## config.mk

```make
export PLATFORM = sky130hd
export DESIGN_NAME = mem_port_arbiter_flat
export DESIGN_NICKNAME = d
export VERILOG_FILES = /design/src/rtl/mem_port_arbiter_if.sv /design/src/rtl/mem_port_arbiter.sv /design/src/flat_wrapper.sv
export SDC_FILE = /design/constraint.sdc
export NUM_CORES = 1
export LEC_CHECK = 0
export ABC_AREA = 1
export CAP_MARGIN = 10
export CORE_MARGIN = 4
export CORE_UTILIZATION = 44
export CTS_CLUSTER_SIZE = 24
export DETAILED_ROUTE_END_ITERATION = 16
export GPL_ROUTABILITY_DRIVEN = 0
export GPL_TIMING_DRIVEN = 0
export PLACE_DENSITY = 0.91
export SYNTH_ARGS = -nofsm -noshare
export SYNTH_HDL_FRONTEND = slang
export SYNTH_SLANG_ARGS = --single-unit
```

## constraint.sdc

```tcl
create_clock -name clk -period 2.9 [get_ports clk]
set_input_delay 0.58 -clock clk [delete_from_list [all_inputs] [get_ports clk]]
set_output_delay 0.58 -clock clk [all_outputs]
set_load 0.005 [all_outputs]
```

## src/rtl/mem_port_arbiter_if.sv

```systemverilog
// Bundle of the fetch, data and downstream memory handshakes around mem_port_arbiter.
// The arbiter takes the slave view; the core and the memory model take the master view.
interface mem_port_arbiter_if #(
  parameter int ADDR_W = 32,
  parameter int DATA_W = 32
);
  localparam int BE_W = DATA_W / 8;

  logic              i_read;
  logic [ADDR_W-1:0] i_address;
  logic [DATA_W-1:0] i_rdata;
  logic              i_resp;

  logic              d_read;
  logic              d_write;
  logic [ADDR_W-1:0] d_address;
  logic [DATA_W-1:0] d_wdata;
  logic [BE_W-1:0]   d_byte_enable;
  logic [DATA_W-1:0] d_rdata;
  logic              d_resp;

  logic              mem_read;
  logic              mem_write;
  logic [ADDR_W-1:0] mem_address;
  logic [DATA_W-1:0] mem_wdata;
  logic [BE_W-1:0]   mem_byte_enable;
  logic [DATA_W-1:0] mem_rdata;
  logic              mem_resp;

  logic              protocol_err;

  modport slave (
    input  i_read, i_address,
    input  d_read, d_write, d_address, d_wdata, d_byte_enable,
    input  mem_rdata, mem_resp,
    output i_rdata, i_resp, d_rdata, d_resp,
    output mem_read, mem_write, mem_address, mem_wdata, mem_byte_enable,
    output protocol_err
  );

  modport master (
    output i_read, i_address,
    output d_read, d_write, d_address, d_wdata, d_byte_enable,
    output mem_rdata, mem_resp,
    input  i_rdata, i_resp, d_rdata, d_resp,
    input  mem_read, mem_write, mem_address, mem_wdata, mem_byte_enable,
    input  protocol_err
  );
endinterface

```

## src/rtl/mem_port_arbiter.sv

```systemverilog
// Round-robin arbiter sharing one hold-until-resp memory port between a fetch
// requester and a data requester; a grant stays locked until the memory responds.
module mem_port_arbiter #(
  parameter int ADDR_W = 32,
  parameter int DATA_W = 32
) (
  input logic               clk,
  input logic               rst,
  mem_port_arbiter_if.slave bus
);
  localparam int BE_W = DATA_W / 8;

  typedef enum logic [1:0] { S_IDLE, S_BUSY, S_DONE } state_t;
  typedef enum logic       { P_I, P_D } port_t;

  state_t            r_state;
  port_t             r_owner;
  port_t             r_last;
  logic              r_mem_read;
  logic              r_mem_write;
  logic [ADDR_W-1:0] r_mem_address;
  logic [DATA_W-1:0] r_mem_wdata;
  logic [BE_W-1:0]   r_mem_byte_enable;
  logic [DATA_W-1:0] r_i_rdata;
  logic [DATA_W-1:0] r_d_rdata;
  logic              r_i_resp;
  logic              r_d_resp;
  logic              r_protocol_err;

  logic w_i_pend;
  logic w_d_pend;
  logic w_d_illegal;
  logic w_grant_i;
  logic w_grant_d;

  assign w_i_pend    = bus.i_read;
  assign w_d_pend    = bus.d_read ^ bus.d_write;
  assign w_d_illegal = bus.d_read & bus.d_write;

  // On a tie the port that was not served last wins.
  assign w_grant_i = w_i_pend & (~w_d_pend | (r_last == P_D));
  assign w_grant_d = w_d_pend & (~w_i_pend | (r_last == P_I));

  always_ff @(posedge clk) begin
    if (!rst) begin
      r_state           <= S_IDLE;
      r_owner           <= P_I;
      r_last            <= P_D;
      r_mem_read        <= 1'b0;
      r_mem_write       <= 1'b0;
      r_mem_address     <= '0;
      r_mem_wdata       <= '0;
      r_mem_byte_enable <= '0;
      r_i_rdata         <= '0;
      r_d_rdata         <= '0;
      r_i_resp          <= 1'b0;
      r_d_resp          <= 1'b0;
      r_protocol_err    <= 1'b0;
    end else begin
      // NOTE: non-blocking assignments throughout, so every register samples
      // pre-edge values; the strobes below default low and are overridden later.
      r_i_resp       <= 1'b0;
      r_d_resp       <= 1'b0;
      r_protocol_err <= ((r_state == S_IDLE) && w_d_illegal) ||
                        ((r_state != S_BUSY) && bus.mem_resp);

      case (r_state)
        S_IDLE: begin
          if (w_grant_i) begin
            r_mem_read        <= 1'b1;
            r_mem_write       <= 1'b0;
            r_mem_address     <= bus.i_address;
            r_mem_wdata       <= '0;
            r_mem_byte_enable <= '1;
            r_owner           <= P_I;
            r_state           <= S_BUSY;
          end else if (w_grant_d) begin
            r_mem_read        <= bus.d_read;
            r_mem_write       <= bus.d_write;
            r_mem_address     <= bus.d_address;
            r_mem_wdata       <= bus.d_wdata;
            r_mem_byte_enable <= bus.d_byte_enable;
            r_owner           <= P_D;
            r_state           <= S_BUSY;
          end
        end

        S_BUSY: begin
          if (bus.mem_resp) begin
            if (r_owner == P_I) begin
              r_i_rdata <= bus.mem_rdata;
              r_i_resp  <= 1'b1;
            end else begin
              r_d_rdata <= bus.mem_rdata;
              r_d_resp  <= 1'b1;
            end
            r_mem_read  <= 1'b0;
            r_mem_write <= 1'b0;
            r_last      <= r_owner;
            r_state     <= S_DONE;
          end
        end

        // One settle cycle so the requester can drop its request before resampling.
        S_DONE:  r_state <= S_IDLE;
        default: r_state <= S_IDLE;
      endcase
    end
  end

  assign bus.mem_read        = r_mem_read;
  assign bus.mem_write       = r_mem_write;
  assign bus.mem_address     = r_mem_address;
  assign bus.mem_wdata       = r_mem_wdata;
  assign bus.mem_byte_enable = r_mem_byte_enable;
  assign bus.i_rdata         = r_i_rdata;
  assign bus.i_resp          = r_i_resp;
  assign bus.d_rdata         = r_d_rdata;
  assign bus.d_resp          = r_d_resp;
  assign bus.protocol_err    = r_protocol_err;
endmodule

```

## src/flat_wrapper.sv

```systemverilog
// flat-port wrapper written by rule: the top's interface ports become plain ports
module mem_port_arbiter_flat 
#(
  parameter int ADDR_W = 32,
  parameter int DATA_W = 32
)
  (clk, rst, bus_i_read, bus_i_address, bus_d_read, bus_d_write, bus_d_address, bus_d_wdata, bus_d_byte_enable, bus_mem_rdata, bus_mem_resp, bus_i_rdata, bus_i_resp, bus_d_rdata, bus_d_resp, bus_mem_read, bus_mem_write, bus_mem_address, bus_mem_wdata, bus_mem_byte_enable, bus_protocol_err);
  mem_port_arbiter_if #(.ADDR_W(ADDR_W), .DATA_W(DATA_W)) bus_i ();
  input logic clk;
  input logic rst;
  input wire logic [$bits(bus_i.i_read)-1:0] bus_i_read;
  input wire logic [$bits(bus_i.i_address)-1:0] bus_i_address;
  input wire logic [$bits(bus_i.d_read)-1:0] bus_d_read;
  input wire logic [$bits(bus_i.d_write)-1:0] bus_d_write;
  input wire logic [$bits(bus_i.d_address)-1:0] bus_d_address;
  input wire logic [$bits(bus_i.d_wdata)-1:0] bus_d_wdata;
  input wire logic [$bits(bus_i.d_byte_enable)-1:0] bus_d_byte_enable;
  input wire logic [$bits(bus_i.mem_rdata)-1:0] bus_mem_rdata;
  input wire logic [$bits(bus_i.mem_resp)-1:0] bus_mem_resp;
  output wire logic [$bits(bus_i.i_rdata)-1:0] bus_i_rdata;
  output wire logic [$bits(bus_i.i_resp)-1:0] bus_i_resp;
  output wire logic [$bits(bus_i.d_rdata)-1:0] bus_d_rdata;
  output wire logic [$bits(bus_i.d_resp)-1:0] bus_d_resp;
  output wire logic [$bits(bus_i.mem_read)-1:0] bus_mem_read;
  output wire logic [$bits(bus_i.mem_write)-1:0] bus_mem_write;
  output wire logic [$bits(bus_i.mem_address)-1:0] bus_mem_address;
  output wire logic [$bits(bus_i.mem_wdata)-1:0] bus_mem_wdata;
  output wire logic [$bits(bus_i.mem_byte_enable)-1:0] bus_mem_byte_enable;
  output wire logic [$bits(bus_i.protocol_err)-1:0] bus_protocol_err;
  assign bus_i.i_read = bus_i_read;
  assign bus_i.i_address = bus_i_address;
  assign bus_i.d_read = bus_d_read;
  assign bus_i.d_write = bus_d_write;
  assign bus_i.d_address = bus_d_address;
  assign bus_i.d_wdata = bus_d_wdata;
  assign bus_i.d_byte_enable = bus_d_byte_enable;
  assign bus_i.mem_rdata = bus_mem_rdata;
  assign bus_i.mem_resp = bus_mem_resp;
  assign bus_i_rdata = bus_i.i_rdata;
  assign bus_i_resp = bus_i.i_resp;
  assign bus_d_rdata = bus_i.d_rdata;
  assign bus_d_resp = bus_i.d_resp;
  assign bus_mem_read = bus_i.mem_read;
  assign bus_mem_write = bus_i.mem_write;
  assign bus_mem_address = bus_i.mem_address;
  assign bus_mem_wdata = bus_i.mem_wdata;
  assign bus_mem_byte_enable = bus_i.mem_byte_enable;
  assign bus_protocol_err = bus_i.protocol_err;
  mem_port_arbiter #(.ADDR_W(ADDR_W), .DATA_W(DATA_W)) u_core (.clk(clk), .rst(rst), .bus(bus_i));
endmodule
```

; ---- After elaboration in Yosys (flattened, before gate mapping)
; Cells that the tools add are included.
[word_totals]
reg_bits = 141
latch_bits = 0
mem_bits_rw = 0
romBits = 0
in_bits = 138
n_memories = 0
[op_classes]
addsub = 0
multipliers = 0
div = 0
magnitude_cmp = 0
eq_ne = 4
n_shift = 0
mux = 21
n_bitwise = 10
n_reduce_logical = 13
[op_table]
columns = cell, count
row1 = two-way mux 32 bit, 4
row2 = AND reduction 3 bit, 4
row3 = two-way mux 1 bit, 9
row4 = two-way mux 4 bit, 2
row5 = two-way mux 2 bit, 3
row6 = AND reduction 2 bit, 3
row7 = NOT 1 bit, 4
row8 = case mux 1 bit (2 select lines), 2
row9 = case mux 2 bit (2 select lines), 1
row10 = nonzero test 2 bit, 2
row11 = bitwise AND 1 bit, 3
row12 = inequality test 3 x 1 -> 1 bit (second input constant), 1
row13 = == test 2 x 1 -> 1 bit (second input constant), 1
row14 = logical AND 1 bit, 2
row15 = logical NOT 2 bit, 1
row16 = inequality test 2 x 1 -> 1 bit (second input constant), 1
row17 = inequality test 2 bit (second input constant), 1
row18 = bitwise OR 1 bit, 2
row19 = logical OR 1 bit, 1
row20 = bitwise XOR 1 bit, 1

; ---- Depth between registers and ports, before layout
[depth]
ltp_word = 6
ltp_mapped = 8
depth_no_buf = 8

; ---- Worst setup path before layout
; OpenSTA, ideal clock, no wires.
[synth_path]
path_type = input to register
start = in bus_d_write
end = reg u_core.r_mem_address[3], in the netlist u_core.bus.mem_address[3]
setup_time_ps = 117
arrival_time_ps = 1581
required_ps = 2783
slack_ps = 1202
path_stages = 8
cell_sequence = ha_1 -> nand2_1 -> nand2_1 -> buf_4 -> clkbuf_1 -> nor2_1 -> nor2_1 -> nor2_1
[synth_via]
elab_chain_len = 6
elab_cells_between_ends = 8
[synth_lines]
columns = element, line
row1 = from (decl), flat_wrapper.sv:14  ; input wire logic [$bits(bus_i.d_write)-1:0] bus_d_write;
row2 = bitwise XOR 1 bit (*), mem_port_arbiter.sv:37  ; assign w_d_pend = bus.d_read ^ bus.d_write;
row3 = NOT 1 bit, mem_port_arbiter.sv:41  ; assign w_grant_i = w_i_pend & (~w_d_pend | (r_last == P_D));
row4 = bitwise OR 1 bit, mem_port_arbiter.sv:41
row5 = bitwise AND 1 bit, mem_port_arbiter.sv:41
row6 = nonzero test 2 bit (no line), --
row7 = AND reduction 2 bit (no line), --
row8 = to (signal assigned), mem_port_arbiter.sv:72  ; r_mem_address <= bus.i_address;
row9 = to (signal assigned), mem_port_arbiter.sv:80  ; r_mem_address <= bus.d_address;
row10 = to (decl), mem_port_arbiter.sv:21  ; logic [ADDR_W-1:0] r_mem_address;
; Every way passes the cells marked *; elsewhere a longest branch is shown, timed or not.
; A chain may end at the register's enable or synchronous reset.

; ---- Final worst setup path
[layout_path]
start = in bus_d_read
end = reg u_core.r_mem_address[12], in the netlist u_core.bus.mem_address[12]
[layout_via]
elab_chain_len = 6
elab_cells_between_ends = 8
[layout_lines]
columns = element, line
row1 = from (decl), flat_wrapper.sv:13  ; input wire logic [$bits(bus_i.d_read)-1:0] bus_d_read;
row2 = bitwise XOR 1 bit (*), mem_port_arbiter.sv:37
row3 = NOT 1 bit, mem_port_arbiter.sv:41
row4 = bitwise OR 1 bit, mem_port_arbiter.sv:41
row5 = bitwise AND 1 bit, mem_port_arbiter.sv:41
row6 = nonzero test 2 bit (no line), --
row7 = AND reduction 2 bit (no line), --
; Marks and branches as above.

==> qor.yml <==
required_ns: 3.21
power.internal_mw: 4.20
r2r-start: "u_core.r_state[1]"
worst-slew-pin-transition_ns: 0.547
hold_path_class: "flop to flop"
setup-tns-final_ns: 0
clk-insertion-delay-late_ns: 0.42
hold-path-cell-count: 2
cts-root-to-sink-buffers: 2
ctsResizeCount: 0
synth_cell_type_count: 21
multiInputGateArea_um2: 2340
finalCritPeriodShare_pct: 71.9
data_arrival_time_at_the_worst_slack_endpoint_ns: 2.39
grtUsageTotal_pct: 26.4
seq_power_share_pct: 38.5
power.share.combinational_pct: 19.5
routed_wire_length_per_instance_um: 15.8
dp_hpwl_mm: 14.8
first_global_vias: 6237
period_minus_slack_ns: 2.09
num-nets-final: 1202
final_antenna_net_count: 0
critical_path.endpoint_type: "flop"
critical_path_launch_point_type: "input port"
worst_hold_path_startpoint: "u_core.bus.mem_wdata[6]"
worst-setup-path-type: "input port to flop"
port-buffer-count: 274
postLayoutCoreUtil_pct: 75.1
synth_sequential_area_ratio_pct: 50.3
yosys_warnings: 0
clock_skew_ns: 0.00479
drt-pass1-iter-count: 8
mostFrequentLayoutCell: "sky130_fd_sc_hd__clkdlybuf4s50_1"
worstPathCellList: "clkdlybuf4s50_1 -> ha_1 -> nand2_1 -> nand2_1 -> buf_4 -> clkbuf_1 -> nor2_1 -> nor2_1 -> nor2_1"
maximum_net_fanout_on_the_critical_path: 10
core_um2: 12300
relSlewSlack_pct: 63.5
critPathSlowestCell: "sky130_fd_sc_hd__clkdlybuf4s50_1"
cts_max_level: 4
timing.reg2reg.setup_slack_ns: 1.35
fp-row-count: 40
busiest_layer: "met2"
cts_setup_buffers: 0
num_antenna_cells: 0
setup-violations-final: 0
rr_endpoint: "u_core.bus.i_rdata[19]"
hold_buffer_count_at_cts: 0
power_switching_share_pct: 25.4
die-area_um2: 14600
switchingPower_mw: 1.43
status: "completed"
clock_power_share_pct: 42.1
max_cap_viol_count: 0
synth-seq-cells: 141
maximum_number_of_pins_on_one_net_before_global_route_repair: 17
io_pins: 275
r2r_cells: 5
grt-ovfl-total: 0
synthesis.nets: 909
met3_usage_pct: 10.1
syn_std_cell_area_um2: 5610
max_freq_mhz: 479
initial_core_utilization_pct: 45.8
power.ir.vdd_worst_v: 0.000343
grt_antenna_before_repair: 0
grt_first_pass_wirelength_mm: 30.1
grt.met1_usage_pct: 27.1
post_synthesis_mean_instance_area_um2: 7.29
flow.area_growth_from_synthesis_pct: 64.1
drt_iter0_markers: 366
grt_setup_unrepaired: "false"
crit_path_frequent_cell: "sky130_fd_sc_hd__nor2_1"
register_area_um2: 2820
hold_end: "u_core.bus.mem_wdata[6]"
inserted_clock_buffers: 17
synth_cells: 770
die_y_um: 121
drv_slew: 0
leakage_power_nw: 3.88
most-common-layout-cells: "sky130_fd_sc_hd__clkdlybuf4s50_1 (274), sky130_fd_sc_hd__nor2_1 (176), sky130_fd_sc_hd__nand2_1 (143)"
tritoncts: "done"
path_clk_slew_ns: 0.06
finalHoldViolCount: 0
fillers: 857
fraction_of_post_synthesis_cell_area_in_the_top_cell_type_by_area_pct: 50.3
total_power_mw: 5.63
dp_worst_setup_slack_ns: 0.366
post_route_cells_drive_above_1_share_pct: 7.43
avgViaCountPerCell: 4.96
grtUsageMet2_pct: 46.5
power.density_cell_area_nw_per_um2: 612
ys_top_cells_by_area: "sky130_fd_sc_hd__dfxtp_1 (50%), sky130_fd_sc_hd__nor2_1 (12%), sky130_fd_sc_hd__nand2_1 (9.6%), sky130_fd_sc_hd__nand3_1 (8.1%), sky130_fd_sc_hd__o21ai_0 (4.4%)"
die-width_um: 121
yosysTopAreaCell: "sky130_fd_sc_hd__dfxtp_1"
setup_ws_ns: 0.814
totalWireLength_mm: 19.7
cts.sink_count: 141
num_vias: 6170
detail_route.drc_violations: 0
cp_slowest_stage_delay_ns: 0.48
cts.root.buffer_cell: "sky130_fd_sc_hd__clkbuf_16"
-- kinds of logic after synthesis --
kind of cell	count (synthesis)	share of synthesized area, %
fa+ha+maj	1	0.223
simple gates	426	32.1
compound gates	105	9.36
flops	141	50.3
buf+inv	97	8.02
-- cells in the mapped netlist --
cell	n
sky130_fd_sc_hd__nor3_1	1
sky130_fd_sc_hd__buf_1	5
sky130_fd_sc_hd__nand2_1	143
sky130_fd_sc_hd__o21ai_1	20
sky130_fd_sc_hd__buf_4	10
sky130_fd_sc_hd__clkbuf_1	20
sky130_fd_sc_hd__inv_2	4
sky130_fd_sc_hd__nor2_1	176
sky130_fd_sc_hd__buf_2	14
sky130_fd_sc_hd__a21oi_1	36
sky130_fd_sc_hd__nand3_2	11
sky130_fd_sc_hd__dfxtp_1	141
sky130_fd_sc_hd__nand2_2	1
sky130_fd_sc_hd__nor2_2	1
sky130_fd_sc_hd__o21ai_0	49
sky130_fd_sc_hd__inv_1	39
sky130_fd_sc_hd__nor2_4	2
sky130_fd_sc_hd__nand3_1	91
sky130_fd_sc_hd__ha_1	1
sky130_fd_sc_hd__clkbuf_2	1
sky130_fd_sc_hd__buf_6	4
-- worst max-delay path by stage --
stage	start	to	cells past startpoint
2_1_floorplan	bus_d_write	u_core.bus.mem_address[3]	8
3_3_place_gp	bus_d_read	u_core.bus.mem_address[12]	9
3_5_place_dp	bus_d_read	u_core.bus.mem_address[12]	9
4_1_cts	bus_d_read	u_core.bus.mem_address[12]	9
5_1_grt	bus_d_read	u_core.bus.mem_address[9]	9
6_report	bus_d_read	u_core.bus.mem_address[12]	9
-- sequential cells by signal, summed over array words and instances (netlist names) --
signal	flops
u_core.bus.i_rdata	32
u_core.bus.mem_byte_enable	4
u_core.bus.mem_write	1
u_core.bus.mem_address	32
u_core.r_state	2
u_core.r_owner	1
u_core.bus.protocol_err	1
u_core.bus.i_resp	1
u_core.bus.mem_wdata	32
u_core.bus.d_resp	1
u_core.bus.d_rdata	32
u_core.bus.mem_read	1
u_core.r_last	1
-- per-stage QoR --
step                instance area [um^2]  hold WS (ns)  instances
finish                              9210         0.463       1244
global route                        9210         0.480       1244
CTS                                 9210         0.465       1244
detailed placement                  8570         0.456       1212
global placement                    8570         0.451       1212
floorplan                           5610         0.461        770
-- routing by layer --
| metal | part of all wire (%) | up-vias |
|---|---|---|
| li1 | - | 3033 |
| met1 | 37 | 2812 |
| met2 | 49 | 269 |
| met3 | 9.7 | 56 |
| met4 | 3.9 | 0 |
| met5 | 0 | - |
-- power by group through the flow --
stage          Clock [mW]  Sequential, mW  Combinational, mW
3_5_place_dp            0            2.20               1.09
2_1_floorplan           0            2.21              0.452
4_1_cts              2.39            2.17               1.10
5_1_grt              2.49            2.19               1.20
3_3_place_gp            0            2.20               1.07
6_report             2.37            2.17               1.10
-- critical path, delay by kind of cell --
kind                     cells  cell delay (ns)
adder cells (fa/ha/maj)      1             0.35
buffers and inverters        3             1.05
AND/OR/NAND/NOR              5             0.41
-- area by class of cell --
class                           instances  area share (%)
Sequential cell                       141            30.6
Clock inverter                         15            2.38
Clock buffer                           17            4.62
Tap cell                              168            2.28
Buffer                                 54            3.14
Multi-Input combinational cell        532            25.4
Timing Repair Buffer                  274            29.8
Inverter                               43            1.75
(Power assumes the default switching activity.)
